### config.mk
export PLATFORM = sky130hd
export DESIGN_NAME = fpu_fixed_converter
export DESIGN_NICKNAME = d
export VERILOG_FILES = /design/src/rtl/fpu_fixed_converter.sv
export SDC_FILE = /design/constraint.sdc
export NUM_CORES = 1
export LEC_CHECK = 0
export CAP_MARGIN = 0
export CELL_PAD_IN_SITES_DETAIL_PLACEMENT = 1
export CELL_PAD_IN_SITES_GLOBAL_PLACEMENT = 1
export CORE_MARGIN = 3
export CORE_UTILIZATION = 43
export DETAILED_ROUTE_END_ITERATION = 16
export HOLD_SLACK_MARGIN = 0.15
export PLACE_DENSITY = 0.81
export SLEW_MARGIN = 20
export SYNTH_ARGS = -nofsm -noshare
export SYNTH_HDL_FRONTEND = slang
export SYNTH_SLANG_ARGS = --single-unit
### constraint.sdc
create_clock -name clock100KHz -period 4.8 [get_ports clock100KHz]
set_clock_uncertainty 0.1 [all_clocks]
set_input_delay 0.96 -clock clock100KHz [delete_from_list [all_inputs] [get_ports clock100KHz]]
set_output_delay 0.96 -clock clock100KHz [all_outputs]
set_load 0.05 [all_outputs]
### src/rtl/fpu_fixed_converter.sv
// Float-to-fixed converter: takes {sign, exp[6] bias 31, mantissa[25]} words and
// produces a saturating signed fixed-point value, shifting one bit per clock.
module fpu_fixed_converter #(
  parameter int unsigned OUT_W     = 32,
  parameter int unsigned FRAC_BITS = 0
) (
  input  logic             clock100KHz,
  input  logic             reset,
  input  logic             in_valid,
  output logic             in_ready,
  input  logic [31:0]      float_in,
  output logic             out_valid,
  input  logic             out_ready,
  output logic [OUT_W-1:0] int_out,
  output logic [3:0]       status_out
);

  // Shift count never exceeds max(25, OUT_W-27) < OUT_W.
  localparam int unsigned CntW = $clog2(OUT_W + 1);
  localparam logic signed [15:0] PMax = 16'(OUT_W - 1);
  localparam logic [OUT_W-1:0] MaxPos = {1'b0, {(OUT_W-1){1'b1}}};
  localparam logic [OUT_W-1:0] MinNeg = {1'b1, {(OUT_W-1){1'b0}}};

  typedef enum logic [2:0] {StIdle, StClassify, StShift, StSign, StDone} state_e;
  // Result class decided in CLASSIFY; only KNorm uses the shifted magnitude.
  typedef enum logic [2:0] {KNorm, KZero, KUnder, KOver, KMin} kind_e;

  state_e            state_q, state_d;
  kind_e             kind_q, kind_d;
  logic [31:0]       fin_q, fin_d;
  logic [OUT_W-1:0]  mag_q, mag_d;
  logic              sticky_q, sticky_d;
  logic [CntW-1:0]   cnt_q, cnt_d;
  logic              left_q, left_d;
  logic [OUT_W-1:0]  int_out_q, int_out_d;
  logic [3:0]        status_q, status_d;

  logic              sgn;
  logic [5:0]        exp_w;
  logic [25:0]       sig;
  logic signed [15:0] p_s, k_s;

  assign sgn   = fin_q[31];
  assign exp_w = fin_q[30:25];
  assign sig   = {1'b1, fin_q[24:0]};
  // p: bit position of the hidden one in the output; k: shift applied to sig.
  assign p_s   = $signed({10'd0, exp_w}) + $signed(16'(FRAC_BITS)) - 16'sd31;
  assign k_s   = p_s - 16'sd25;

  assign in_ready   = (state_q == StIdle);
  assign out_valid  = (state_q == StDone);
  assign int_out    = int_out_q;
  assign status_out = status_q;

  // Next-state, datapath and result computation.
  always_comb begin
    state_d   = state_q;
    kind_d    = kind_q;
    fin_d     = fin_q;
    mag_d     = mag_q;
    sticky_d  = sticky_q;
    cnt_d     = cnt_q;
    left_d    = left_q;
    int_out_d = int_out_q;
    status_d  = status_q;
    unique case (state_q)
      StIdle: begin
        if (in_valid) begin
          fin_d   = float_in;
          state_d = StClassify;
        end
      end
      StClassify: begin
        mag_d    = OUT_W'(sig);
        sticky_d = 1'b0;
        kind_d   = KNorm;
        state_d  = StSign;
        if (exp_w == 6'd0) begin
          kind_d = KZero;
        end else if (p_s >= PMax) begin
          // Only -2^(OUT_W-1) itself is representable at the top position.
          kind_d = (sgn && fin_q[24:0] == 25'd0 && p_s == PMax) ? KMin : KOver;
        end else if (p_s < 16'sd0) begin
          kind_d = KUnder;
        end else if (k_s != 16'sd0) begin
          left_d  = (k_s > 16'sd0);
          cnt_d   = (k_s > 16'sd0) ? CntW'(k_s) : CntW'(-k_s);
          state_d = StShift;
        end
      end
      StShift: begin
        if (left_q) begin
          mag_d = mag_q << 1;
        end else begin
          mag_d    = mag_q >> 1;
          sticky_d = sticky_q | mag_q[0];
        end
        cnt_d = cnt_q - CntW'(1);
        if (cnt_q == CntW'(1)) state_d = StSign;
      end
      StSign: begin
        unique case (kind_q)
          KZero: begin
            int_out_d = '0;
            status_d  = 4'b0001;
          end
          KUnder: begin
            int_out_d = '0;
            status_d  = 4'b0111;
          end
          KOver: begin
            int_out_d = sgn ? MinNeg : MaxPos;
            status_d  = 4'b1000;
          end
          KMin: begin
            int_out_d = MinNeg;
            status_d  = 4'b0000;
          end
          default: begin
            int_out_d = sgn ? (~mag_q + 1'b1) : mag_q;
            status_d  = {2'b00, sticky_q, (mag_q == '0)};
          end
        endcase
        state_d = StDone;
      end
      StDone: begin
        if (out_ready) state_d = StIdle;
      end
      default: state_d = StIdle;
    endcase
  end

  // State and datapath registers; reset aborts any conversion in flight.
  always_ff @(posedge clock100KHz or posedge reset) begin
    if (reset) begin
      state_q   <= StIdle;
      kind_q    <= KNorm;
      fin_q     <= '0;
      mag_q     <= '0;
      sticky_q  <= 1'b0;
      cnt_q     <= '0;
      left_q    <= 1'b0;
      int_out_q <= '0;
      status_q  <= '0;
    end else begin
      state_q   <= state_d;
      kind_q    <= kind_d;
      fin_q     <= fin_d;
      mag_q     <= mag_d;
      sticky_q  <= sticky_d;
      cnt_q     <= cnt_d;
      left_q    <= left_d;
      int_out_q <= int_out_d;
      status_q  <= status_d;
    end
  end

endmodule

# Word level (Yosys, flattened, before mapping)
# Index checks and enable logic that the tools add are counted.
[classes] eq_ne=18 add_sub_neg=5 order_cmp=3 bitwise_logic=5 n_mux=26 reduce_logical=14
[ops] op="$mux W32" count=3
[ops] op="$pmux W32 S3" count=1
[ops] op="$pmux W32 S2" count=1
[ops] op="$add A32 B1 Y32 const B" count=1
[ops] op="$logic_not A32 Y1" count=1
[ops] op="$not A32 Y32" count=1
[ops] op="$mux W6" count=5
[ops] op="$logic_not A25 Y1" count=1
[ops] op="$mux W3" count=6
[ops] op="$pmux W4 S4" count=1
[ops] op="$reduce_bool A16 Y1" count=1
[ops] op="$pmux W3 S5" count=1
[ops] op="$ne A2 B2 Y1 const B" count=7
[ops] op="$eq A3 B2 Y1 const B" count=4
[ops] op="$pmux W6 S2" count=1
[ops] op="$reduce_and A5 Y1" count=2
[ops] op="$gt A8 B1 Y1 const B" count=1
[ops] op="$sub A7 B6 Y8 const B" count=1
[ops] op="$eq A7 B6 Y1 const B" count=1
[ops] op="$ge A7 B6 Y1 const B" count=1
[ops] op="$lt A7 B1 Y1 const B" count=1
[ops] op="$sub A6 B5 Y7 const B" count=1
[ops] op="$eq A3 B1 Y1 const B" count=2
[ops] op="$eq A3 B3 Y1 const B" count=2
[ops] op="16 further kinds" count=24
[word_totals] input_bits=36 regBits=114 elab_cells=80

# Depth between registers and ports, before layout
# Gate-level depths: netlist (run 1).
[logic_depth] depth_word=9 depth_mapped=11 ltp_nobuf=8

# Worst setup path after synthesis (run 1)
# Ideal clock, no wire load.
[synth_timing] path_kind="reg-to-reg" start="register state_q[0]" end="register fin_q[0]" path_stages_with_launch=7 slack_ps=1713 n_path_buf=3 synth_period_minus_slack_ps=3087 arrival_time_ps=2862 required_time_ps=4575 setup_ps=125 cell_sequence="dfrtp_1 -> clkbuf_1 -> nor3_1 -> and2_1 -> clkbuf_1 -> buf_1 -> mux2_2"
[synth_via] elab_chain_cells=2
[synth_lines] element="start, declared" line_no="28" source="state_e state_q, state_d;"
[synth_lines] element="start signal, assigned" line_no="136" source="state_q <= StIdle;"
[synth_lines] element="start signal, assigned" line_no="146" source="state_q <= state_d;"
[synth_lines] element="$logic_not A3 Y1"
[synth_lines] element="via in_ready" line_no="10" source="output logic in_ready,"
[synth_lines] element="$reduce_and A2 Y1 (no line)"
[synth_lines] element="end signal, assigned" line_no="148" source="fin_q <= fin_d;"
[synth_lines] element="end, declared" line_no="30" source="logic [31:0] fin_q, fin_d;"
# The timed path passes the listed nets, and every way through them passes these cells.
# A chain may end at the register's enable or synchronous reset.

# Worst setup path after layout (run 1)
[layout_timing] start="register fin_q[27]" end="register cnt_q[0]"
[layout_via] elab_chain_cells=9 elab_cells_between_ends=18 classes_between="2 x add/sub; 3 x order compare; 4 x eq/ne; 6 x mux; 3 x reduce/logical"
[layout_lines] element="$sub A6 B5 Y7" line_no="47" source="assign p_s = $signed({10'd0, exp_w}) + $signed(16'(FRAC_BITS)) - 16'sd31;"
[layout_lines] element="$sub A7 B6 Y8" line_no="48" source="assign k_s = p_s - 16'sd25;"
[layout_lines] element="$gt A8 B1 Y1" line_no="87" source="cnt_d = (k_s > 16'sd0) ? CntW'(k_s) : CntW'(-k_s);"
[layout_lines] element="$mux W6" line_no="87"
[layout_lines] element="$mux W6" line_no="85" source="end else if (k_s != 16'sd0) begin"
[layout_lines] element="$mux W6" line_no="83" source="end else if (p_s < 16'sd0) begin"
[layout_lines] element="$mux W6" line_no="80" source="end else if (p_s >= PMax) begin"
[layout_lines] element="$mux W6" line_no="78" source="if (exp_w == 6'd0) begin"
[layout_lines] element="$pmux W6 S2" line_no="66" source="unique case (state_q)"
[layout_lines] element="end signal, assigned" line_no="151" source="cnt_q <= cnt_d;"
[layout_lines] element="end, declared" line_no="33" source="logic [CntW-1:0] cnt_q, cnt_d;"
# Several ways; a longest one is shown, not always the timed one. The select of a mux whose other input is x is not followed.

==> metrics.log, run 1 <==
[metrics] per-instance average area after synthesis: 9.77 um2
[metrics] clk sink count: 114
[metrics] final routed wire length divided by cell count: 20.0 um
[metrics] area taken by flip-flops and latches: 2850 um2
[metrics] maximum clock path buffer count: 2
[metrics] dpl hpwl: 12.0 mm
[metrics] clk slew on worst S/H paths: 0.06 ns
[metrics] overflow left after global routing: 0
[metrics] initial core utilization: 0.449
[metrics] worst-case reg-to-reg path depth: 5
[metrics] hold_sp: status_out[1]
[metrics] vias in the first global route: 5475
[metrics] instance count along the most critical hold path: 1
[metrics] CP peak stage delay: 0.84 ns
[metrics] dominant cell type by area after synthesis: sky130_fd_sc_hd__dfrtp_1
[metrics] antenna diode count: 0
[metrics] net count after synthesis: 692
[metrics] Worst Max-Slew Pin Slew: 0.899 ns
[metrics] number of warnings printed during yosys synthesis: 0
[metrics] # resized after CTS: 0
[metrics] Final Hold Violating Endpoints: 0
[metrics] number of pins exceeding their max-slew limit in the final report: 0
[metrics] final standard cell utilization of the core: 0.548
[metrics] worst path cell trace: nand3_1 -> nor3_1 -> o32ai_1 -> or4b_2 -> o311ai_0
[metrics] Pleak: 3.07 nW
[metrics] Hold Path End: status_out[1]
[metrics] number of synthesized flops with an enable pin: 0
[metrics] number of nets with antenna violations after routing: 0
[metrics] final hold slack: 0.379 ns
[metrics] unrepaired setup endpoints after global routing: false
[metrics] CP Data Required Time: 4.99 ns
[metrics] share of final-layout standard cells stronger than drive strength 1: 0.129
[metrics] run status: finished clean
[metrics] fraction of the yosys area taken by sequential cells: 0.449
[metrics] Pwr per Cell Area: 869 nW/um2
[metrics] main combinational cell family by area after synthesis: compound AO/OA/AOI/OAI gates
[metrics] drt via density: 5.99
[metrics] Achievable Freq: 308 MHz
[metrics] GRT Util Overall: 0.223
[metrics] fill cell total of the finished layout: 1561
[metrics] Post-layout nets: 736
[metrics] TritonCTS clock tree: built
[metrics] DRC violation total after the first TritonRoute iteration: 352
[metrics] Boundary Pins: 74
[metrics] cts bufs inserted: 17
[metrics] maximum fanout encountered on the critical timing path: 19
[metrics] Unique masters post-synth: 66
[metrics] Design Area, Final: 7750 um2
[metrics] period utilization: 0.676
[metrics] worst skew pair latency: 0.42 ns
[metrics] drc violations: 0
[metrics] post-synthesis share of cell area spent on full adders, half adders and majority gates: 0.0118
[metrics] worst r2r dst: cnt_q[0]
[metrics] Port Buffers: 73
[metrics] cell family with most CP delay: simple AND/OR/NAND/NOR gates
[metrics] commonest cells in the synthesized netlist: sky130_fd_sc_hd__dfrtp_1 (114), sky130_fd_sc_hd__nor2_1 (106), sky130_fd_sc_hd__a21oi_1 (39), sky130_fd_sc_hd__clkbuf_1 (38), sky130_fd_sc_hd__xnor2_1 (35)
[metrics] number of hold-repair buffers added at the cts stage: 0
[metrics] final-layout setup total negative slack: 0 ns
[metrics] number of maximum-capacitance constraint violations: 0
[metrics] Final Worst Setup Slack: 1.55 ns
[metrics] maximum number of pins on one net before global-route repair: 71
[metrics] worst setup timing slack at the placement stage: 1.65 ns
[metrics] most frequently used flop master after synthesis: sky130_fd_sc_hd__dfrtp_1
[metrics] Hold Path Class: reg2reg
[metrics] asr flop ratio synth: 1.00
[metrics] total power draw: 6.73 mW
[metrics] portion of synthesized cell area occupied by the leading cell type: 0.449
[metrics] placeable core region: 14100 um2
[metrics] slowest stage cell on the critical path: sky130_fd_sc_hd__or4b_2
[metrics] area of placed instances: 7140 um2
[metrics] area overhead of the layout relative to synthesis: 22.0%
[metrics] cell with the most instances after synthesis: sky130_fd_sc_hd__dfrtp_1
[metrics] drt pass-1 iters: 5
[metrics] Max H-tree Level: 4
[metrics] placed instance count: 855
[metrics] worst r2r src: fin_q[27]
[metrics] chip height: 128 um
[metrics] RePlAce Congestion: 0.916
[metrics] horizontal die dimension: 128 um
[metrics] area fraction in and, or, nand and nor cells after synthesis: 0.150
[metrics] Post CTS Setup Buffer Count: 0
[metrics] Final setup violation count: 0
[metrics] area of the mapped netlist: 6350 um2
[metrics] register bit total from synthesis: 114
[metrics] ranking of synthesized cells by area: sky130_fd_sc_hd__dfrtp_1 (45%), sky130_fd_sc_hd__nor2_1 (6.3%), sky130_fd_sc_hd__mux2i_1 (5.0%), sky130_fd_sc_hd__mux2_2 (5.0%), sky130_fd_sc_hd__xnor2_1 (4.8%)
[metrics] number of rows in the core area: 43
[metrics] first-pass GRT wire length: 29.1 mm
[metrics] fraction of synthesized area in multiplexers: 0.100
[metrics] Crit. End Element: register
[metrics] Critical Setup Path Class: reg2reg
[metrics] maximum vdd ir drop: 0.359 mV
[metrics] Worst EP arrival: 3.44 ns
[metrics] buffer cell driving the clock tree root: sky130_fd_sc_hd__clkbuf_16
[metrics] final critical path time including I/O delays and setup: 3.25 ns
[metrics] initial antenna violation count: 0
[metrics] multi-input logic area: 3230 um2
[metrics] Final Non-Filler Cells: 887
[metrics] Total Wirelength: 17.7 mm
[metrics] via total after detailed routing: 5309
[metrics] Compound-Gate Fraction of Synth Area: 0.186
[metrics] die area: 16300 um2
[metrics] headroom to the max-slew limit: 0.400
[metrics] register-to-register setup slack: 1.55 ns
[metrics] post-synthesis instance total: 650
[metrics] critical path startpoint category: register
[metrics] count of buffer and inverter cells on the critical path: 0
[metrics] XOR/XNOR share of the synthesized area: 0.0538
[kinds of logic (layout without fill, tap and decap cells)]
logic type,Yosys count,after routing
and+or+nand+nor,201,201
xor gates and xnor gates,39,39
buffers and inverters,72,129
muxes,60,60
DFF,114,114
AOI/OAI and AO/OA,158,158
adders and majority gates,6,6
[power by group]
part | switching [mW] | leakage, nW | internal (mW) | total [mW]
registers | 0.619 | 1.38 | 1.43 | 2.05
clock network | 0.464 | 0.274 | 0.811 | 1.28
logic | 2.03 | 1.42 | 1.38 | 3.41
[how the worst max path moves through the flow]
stage               from        to  slack (ns)  depth (start not counted)
5_1_grt        fin_q[27]  cnt_q[0]        1.35                          5
2_1_floorplan      reset  cnt_q[0]        0.72                          1
3_5_place_dp   fin_q[27]  cnt_q[0]        1.65                          5
4_1_cts        fin_q[27]  cnt_q[0]        1.60                          5
6_report       fin_q[27]  cnt_q[0]        1.55                          5
3_3_place_gp   fin_q[25]  cnt_q[3]        1.91                          8
[per-layer routing]
layer | routed length [um] | vias up | track usage
li1 | - | 2440 | -
met2 | 8510 | 149 | 0.366
met5 | 0 | - | 0
met1 | 8150 | 2693 | 0.302
met3 | 780 | 27 | 0.0418
met4 | 295 | 0 | 0.0662
[layout make-up]
type                       count  share of cell area
clock buffer                  18              0.0554
clock inverter                14              0.0211
inverter                      16             0.00807
multi-input combinational    464               0.416
sequential                   114               0.368
tap                          180              0.0291
timing repair buffer          81               0.102
[placed cells by master, fill, tap and decap left out, types with 15 or more instances in the layout]
master / netlist / final
sky130_fd_sc_hd__dfrtp_1: 114 / 114
sky130_fd_sc_hd__nor2_1: 106 / 106
sky130_fd_sc_hd__clkdlybuf4s50_1: 0 / 73
sky130_fd_sc_hd__a21oi_1: 39 / 39
sky130_fd_sc_hd__xnor2_1: 35 / 35
sky130_fd_sc_hd__o21ai_0: 34 / 33
sky130_fd_sc_hd__mux2i_1: 32 / 32
sky130_fd_sc_hd__mux2_2: 28 / 28
sky130_fd_sc_hd__nand2_1: 27 / 27
sky130_fd_sc_hd__a221o_1: 23 / 23
sky130_fd_sc_hd__clkbuf_16: 0 / 17
sky130_fd_sc_hd__inv_1: 16 / 15
[registers in the layout, summed over array words and instances (netlist names)]
name,cells
cnt_q,6
left_q,1
status_out,4
state_q,3
kind_q,3
sticky_q,1
int_out,32
fin_q,32
mag_q,32
No activity file was read; power rests on OpenSTA's default activity.
==> inputs of run 2 (changes only) <==
Clock period 4.8 ns to 3.3 ns, I/O delays scaled along.
==> metrics.log, run 2 (synthesis results as in run 1) <==
[metrics] critical path startpoint category: register
[metrics] drt via density: 5.91 (-1.3%)
[metrics] CP Data Required Time: 3.56 ns (-1.43 ns)
[metrics] Post-layout nets: 739 (+0.41%)
[metrics] run status: finished clean
[metrics] buffer cell driving the clock tree root: sky130_fd_sc_hd__clkbuf_16
[metrics] chip height: 128 um (unchanged)
[metrics] die area: 16300 um2 (unchanged)
[metrics] headroom to the max-slew limit: 0.450 (+0.0499)
[metrics] Hold Path Class: reg2reg
[metrics] share of final-layout standard cells stronger than drive strength 1: 0.127 (-0.00177)
[metrics] overflow left after global routing: 0 (unchanged)
[metrics] initial antenna violation count: 0 (unchanged)
[metrics] share of total power in the clock network: 0.189 (about the same)
[metrics] power share of the sequential group: 0.303 (about the same)
[metrics] # resized after CTS: 0 (unchanged)
[metrics] leading cell types in the layout, fill and taps excluded: sky130_fd_sc_hd__dfrtp_1 (114), sky130_fd_sc_hd__nor2_1 (106), sky130_fd_sc_hd__clkdlybuf4s50_1 (73), sky130_fd_sc_hd__a21oi_1 (39), sky130_fd_sc_hd__xnor2_1 (35)
[metrics] clk slew on worst S/H paths: 0.05 ns (about the same)
[metrics] worst-case reg-to-reg path depth: 8 (+3)
[metrics] Final Hold Violating Endpoints: 0 (unchanged)
[metrics] maximum number of pins on one net before global-route repair: 115 (+62%)
[metrics] antenna diode count: 0 (unchanged)
[metrics] dpl hpwl: 12.2 mm (+1.6%)
[metrics] via total after detailed routing: 5254 (-1.0%)
[metrics] internal power: 5.32 mW (+47%)
[metrics] Post CTS Setup Buffer Count: 0 (unchanged)
[metrics] placeable core region: 14100 um2 (unchanged)
[metrics] horizontal die dimension: 128 um (unchanged)
[metrics] number of maximum-capacitance constraint violations: 0 (unchanged)
[metrics] first-pass GRT wire length: 29.7 mm (+2.0%)
[metrics] number of hold-repair buffers added at the cts stage: 0 (unchanged)
[metrics] clk sink count: 114 (unchanged)
[metrics] maximum fanout encountered on the critical timing path: 13 (-6)
[metrics] Port Buffers: 73 (unchanged)
[metrics] Total Wirelength: 18.0 mm (+1.7%)
[metrics] Final setup violation count: 0 (unchanged)
[metrics] Hold Path End: status_out[3]
[metrics] instance count along the most critical hold path: 2 (+1)
[metrics] worst r2r src: fin_q[25]
[metrics] period utilization: 0.885 (+0.208)
[metrics] final-layout setup total negative slack: 0 ns (unchanged)
[metrics] maximum vdd ir drop: 0.449 mV (+25%)
[metrics] worst skew pair latency: 0.42 ns (about the same)
[metrics] maximum clock path buffer count: 2 (unchanged)
[metrics] Pleak: 3.10 nW (+0.92%)
[metrics] Crit. End Element: register
[metrics] P_sw: 4.52 mW (+45%)
[metrics] drt pass-1 iters: 5 (unchanged)
[metrics] Pwr per Cell Area: 1270 nW/um2 (+46%)
[metrics] Critical Setup Path Class: reg2reg
[metrics] Boundary Pins: 74 (unchanged)
[metrics] number of nets with antenna violations after routing: 0 (unchanged)
[metrics] initial core utilization: 0.449 (unchanged)
[metrics] final routed wire length divided by cell count: 20.3 um (+1.5%)
[metrics] cts bufs inserted: 17 (unchanged)
[metrics] number of pins exceeding their max-slew limit in the final report: 0 (unchanged)
[metrics] GRT Util Overall: 0.231 (+0.00727)
[metrics] register-to-register setup slack: 0.38 ns (-1.17 ns)
[metrics] combinational power share: 0.508 (+0.002)
[metrics] unrepaired setup endpoints after global routing: false
[metrics] Worst EP arrival: 3.18 ns (-0.26 ns)
[metrics] hold_sp: status_out[3]
[metrics] area overhead of the layout relative to synthesis: 22.4%
[metrics] share of total power consumed by net switching: 0.459 (-0.00312)
[metrics] Max H-tree Level: 4 (unchanged)
[metrics] drc violations: 0 (unchanged)
[metrics] final critical path time including I/O delays and setup: 2.92 ns (-0.326 ns)
[metrics] number of rows in the core area: 43 (unchanged)
[metrics] worst r2r dst: cnt_q[2]
[metrics] most common library cell in the layout ignoring fill and taps: sky130_fd_sc_hd__dfrtp_1
[metrics] TritonCTS clock tree: built
[metrics] final hold slack: 0.379 ns (-0.000612 ns)
[metrics] Achievable Freq: 343 MHz (+11%)
[metrics] Worst Max-Slew Pin Slew: 0.824 ns (-0.0749 ns)
[metrics] DRC violation total after the first TritonRoute iteration: 318 (-9.7%)
[metrics] RePlAce Congestion: 0.839 (-8.3%)
[metrics] vias in the first global route: 5517 (+0.77%)
==> run 2: final cells by class <==
type / count / area, um2
fillers: 1554 / 6370
multi-input cells: 464 / 3210
flip-flops and latches: 114 / 2850
repair buffers: 84 / 826
clock buffers: 21 / 460
well taps: 180 / 225
clock inverters: 10 / 134
inverters: 16 / 63.8
==> run 2: routing by layer <==
metal  share of wire  track usage  up-vias
met5               0            0        -
met4           0.015       0.0757        0
met3           0.053       0.0502       22
met2            0.47        0.365      144
met1            0.46        0.316     2648
li1                -            -     2440
==> run 2: critical path, stage by stage (launching register included) <==
cell,delay [ns]
sky130_fd_sc_hd__dfrtp_1,0.53
sky130_fd_sc_hd__inv_1,0.21
sky130_fd_sc_hd__ha_1,0.46
sky130_fd_sc_hd__nor2b_1,0.25
sky130_fd_sc_hd__o21ai_0,0.16
sky130_fd_sc_hd__o211ai_1,0.17
sky130_fd_sc_hd__or4b_4,0.59
sky130_fd_sc_hd__a21oi_1,0.20
sky130_fd_sc_hd__o221a_2,0.20
==> run 2: power groups by stage <==
stage               registers [mW]  clock network, mW  logic, mW
global placement              2.91                  0       4.77
floorplan                     3.32                  0       3.11
detailed placement            2.98                  0       4.94
finish                        2.98               1.86       5.00
CTS                           2.97               1.90       5.01
global route                  3.10               1.97       5.41
==> run 2: how the worst max path moves through the flow <==
stage                from       end  slack [ns]  cells after the start
2_1_floorplan  state_q[0]  fin_q[0]        0.21                      6
3_3_place_gp    fin_q[25]  cnt_q[3]        0.35                      8
3_5_place_dp    fin_q[25]  cnt_q[0]        0.19                      7
6_report        fin_q[25]  cnt_q[2]        0.38                      8
4_1_cts         fin_q[25]  cnt_q[0]        0.16                      7
5_1_grt         fin_q[25]  cnt_q[0]        0.15                      7
==> run 2: metrics by stage <==
step / std cells / setup WS (ns) / instance area (um2) / utilization / total power [mW]
2_1_floorplan: 650 / 0.213 / 6350 / - / 6.43
3_3_place_gp: 858 / 0.347 / 7170 / 0.507 / 7.68
3_5_place_dp: 858 / 0.186 / 7170 / 0.507 / 7.92
4_1_cts: 889 / 0.161 / 7760 / 0.549 / 9.88
5_1_grt: 889 / 0.147 / 7770 / 0.549 / 10.5
6_report: 889 / 0.381 / 7770 / 0.549 / 9.84
==> inputs of run 3 (changes only) <==
Settings changed: CORE_UTILIZATION 43 to 44, PLACE_DENSITY 0.81 to 0.82.
Clock period 3.3 ns to 3.2 ns, I/O delays scaled along.
==> metrics.log, run 3 (synthesis results as in run 1) <==
[metrics] run status: finished clean
[metrics] DRC violation total after the first TritonRoute iteration: 375 (+18%)
[metrics] placed instance count: 862 (+0.47%)
[metrics] first-pass GRT wire length: 30.1 mm (+1.2%)
[metrics] worst setup timing slack at the placement stage: 0.191 ns (+0.00499 ns)
[metrics] Pleak: 3.12 nW (+0.84%)
[metrics] placeable core region: 14000 um2 (-1.1%)
[metrics] headroom to the max-slew limit: 0.476 (+0.0256)
[metrics] RePlAce Congestion: 0.873 (+4.0%)
[metrics] area taken by flip-flops and latches: 2850 um2 (about the same)
[metrics] maximum vdd ir drop: 0.451 mV (+0.52%)
[metrics] clk sink count: 114 (unchanged)
[metrics] Boundary Pins: 74 (unchanged)
[metrics] final-layout setup total negative slack: 0 ns (unchanged)
[metrics] Design Area, Final: 7820 um2 (+0.55%)
[metrics] met2 WL: 8.60 mm (+0.84%)
[metrics] Final Worst Setup Slack: 0.424 ns (+0.0434 ns)
[metrics] length of routed wiring on met1: 8.21 mm (-1.0%)
[metrics] leading cell types in the layout, fill and taps excluded: sky130_fd_sc_hd__dfrtp_1 (113), sky130_fd_sc_hd__nor2_1 (106), sky130_fd_sc_hd__clkdlybuf4s50_1 (73), sky130_fd_sc_hd__a21oi_1 (39), sky130_fd_sc_hd__xnor2_1 (35)
[metrics] final standard cell utilization of the core: 0.559 (+0.00938)
[metrics] final critical path time including I/O delays and setup: 2.78 ns
[metrics] initial core utilization: 0.454 (+0.00518)
[metrics] Worst Max-Slew Pin Slew: 0.786 ns (-0.0384 ns)
[metrics] Crit. End Element: output port
[metrics] Max H-tree Level: 4 (unchanged)
[metrics] drc violations: 0 (unchanged)
[metrics] Final setup violation count: 0 (unchanged)
[metrics] chip height: 126 um (-1.1%)
[metrics] critical path startpoint category: register
[metrics] overflow left after global routing: 0 (unchanged)
[metrics] final hold slack: 0.373 ns (-0.00580 ns)
[metrics] P_sw: 4.65 mW (+2.9%)
[metrics] Pwr per Cell Area: 1310 nW/um2 (+3.2%)
[metrics] number of rows in the core area: 43 (unchanged)
[metrics] drt pass-1 iters: 5 (unchanged)
[metrics] total power draw: 10.2 mW (+3.8%)
[metrics] area overhead of the layout relative to synthesis: 23.1%
[metrics] Worst EP arrival: 2.04 ns (-1.14 ns)
[metrics] Final Hold Violating Endpoints: 0 (unchanged)
[metrics] drt via density: 5.99 (+1.4%)
[metrics] share of final-layout standard cells stronger than drive strength 1: 0.135 (+0.00770)
[metrics] power share of the sequential group: 0.294 (-0.009)
[metrics] Hold Path Class: reg2reg
[metrics] die area: 15900 um2 (-2.2%)
[metrics] Post-layout nets: 743 (+0.54%)
[metrics] internal power: 5.56 mW (+4.5%)
[metrics] unrepaired setup endpoints after global routing: false
[metrics] TritonCTS clock tree: built
[metrics] period utilization: 0.867
[metrics] Final Non-Filler Cells: 893 (+0.45%)
[metrics] worst skew pair latency: 0.42 ns (about the same)
[metrics] number of hold-repair buffers added at the cts stage: 0 (unchanged)
[metrics] number of pins exceeding their max-slew limit in the final report: 0 (unchanged)
[metrics] met3 wire len: 855 um (-10%)
[metrics] multi-input logic area: 3210 um2 (-0.23%)
[metrics] share of total power in the clock network: 0.191 (+0.002)
[metrics] share of total power consumed by net switching: 0.455 (-0.00396)
[metrics] CP Data Required Time: 2.46 ns (-1.10 ns)
[metrics] combinational power share: 0.515 (+0.007)
[metrics] horizontal die dimension: 126 um (-1.1%)
[metrics] buffer cell driving the clock tree root: sky130_fd_sc_hd__clkbuf_16
[metrics] initial antenna violation count: 0 (unchanged)
[metrics] Critical Setup Path Class: reg2out
[metrics] number of nets with antenna violations after routing: 0 (unchanged)
[metrics] uppermost metal layer occupied by signal nets: met4
[metrics] Port Buffers: 73 (unchanged)
[metrics] Achievable Freq: 360 MHz
[metrics] most common library cell in the layout ignoring fill and taps: sky130_fd_sc_hd__dfrtp_1
[metrics] GRT Util Overall: 0.234 (+0.00377)
[metrics] maximum clock path buffer count: 2 (unchanged)
[metrics] area of placed instances: 7200 um2 (+0.42%)
[metrics] final routed wire length divided by cell count: 20.2 um (-0.69%)
[metrics] dpl hpwl: 12.1 mm (-0.99%)
[metrics] maximum number of pins on one net before global-route repair: 115 (unchanged)
[metrics] antenna diode count: 0 (unchanged)
[metrics] Total Wirelength: 18.0 mm (-0.24%)
[metrics] fill cell total of the finished layout: 1523 (-2.0%)
[metrics] clk slew on worst S/H paths: 0.05 ns (about the same)
[metrics] maximum fanout encountered on the critical timing path: 10 (-3)
[metrics] via total after detailed routing: 5350 (+1.8%)
[metrics] number of maximum-capacitance constraint violations: 0 (unchanged)
[metrics] vias in the first global route: 5654 (+2.5%)
[metrics] cts bufs inserted: 17 (unchanged)
run 3: changes by cell type in the layout (fill, tap and decap cells not counted):
cell / delta
sky130_fd_sc_hd__o21ai_4: -1
sky130_fd_sc_hd__buf_4: +4
sky130_fd_sc_hd__o21ai_2: +1
sky130_fd_sc_hd__dfrtp_2: +1
sky130_fd_sc_hd__clkbuf_1: -1
sky130_fd_sc_hd__dfrtp_1: -1
sky130_fd_sc_hd__clkbuf_8: +2
sky130_fd_sc_hd__clkinv_2: -1
run 3: critical path: stages (launching register included):
cell                              delay [ns]
sky130_fd_sc_hd__dfrtp_1                0.47
sky130_fd_sc_hd__nor3b_1                0.28
sky130_fd_sc_hd__clkdlybuf4s50_1        0.86
run 3: layout make-up:
cell class,count,area share
multi-input cells,464,0.410
flip-flops and latches,114,0.365
repair buffers,88,0.109
clock buffers,22,0.0619
well taps,180,0.0288
clock inverters,9,0.0165
inverters,16,0.00816
run 3: final timing paths:
| path | endpoint | depth (start not counted) | startpoint | slack (ns) |
|---|---|---|---|---|
| max in group asynchronous | fin_q[26] | 3 | reset | 1.84 |
| min reg2reg | cnt_q[5] | 1 | cnt_q[5] | 0.37 |
| min | cnt_q[5] | 1 | cnt_q[5] | 0.37 |
| min in group asynchronous | status_out[2] | 3 | reset | 0.65 |
| max reg2reg | int_out[23] | 6 | mag_q[8] | 0.45 |
| max | out_valid | 2 | state_q[0] | 0.42 |
run 3: what timing repair did:
item                                   CTS  global route
setup endpoints to repair                0             6
endpoints found under the hold margin    0             0
buffers inserted                         0             0
gates resized for setup                  0             2
run 3: power by group through the flow:
stage / Combinational (mW) / Clock (mW) / Sequential, mW
4_1_cts: 5.27 / 1.99 / 2.99
3_3_place_gp: 5.00 / 0 / 2.93
3_5_place_dp: 5.20 / 0 / 2.99
2_1_floorplan: 3.20 / 0 / 3.42
5_1_grt: 5.70 / 2.05 / 3.11
6_report: 5.26 / 1.95 / 3.01
run 3: metal layers:
layer | up-vias | track usage
met4 | 0 | 0.0782
met5 | - | 0
met3 | 35 | 0.0445
met1 | 2698 | 0.321
li1 | 2445 | -
met2 | 172 | 0.377
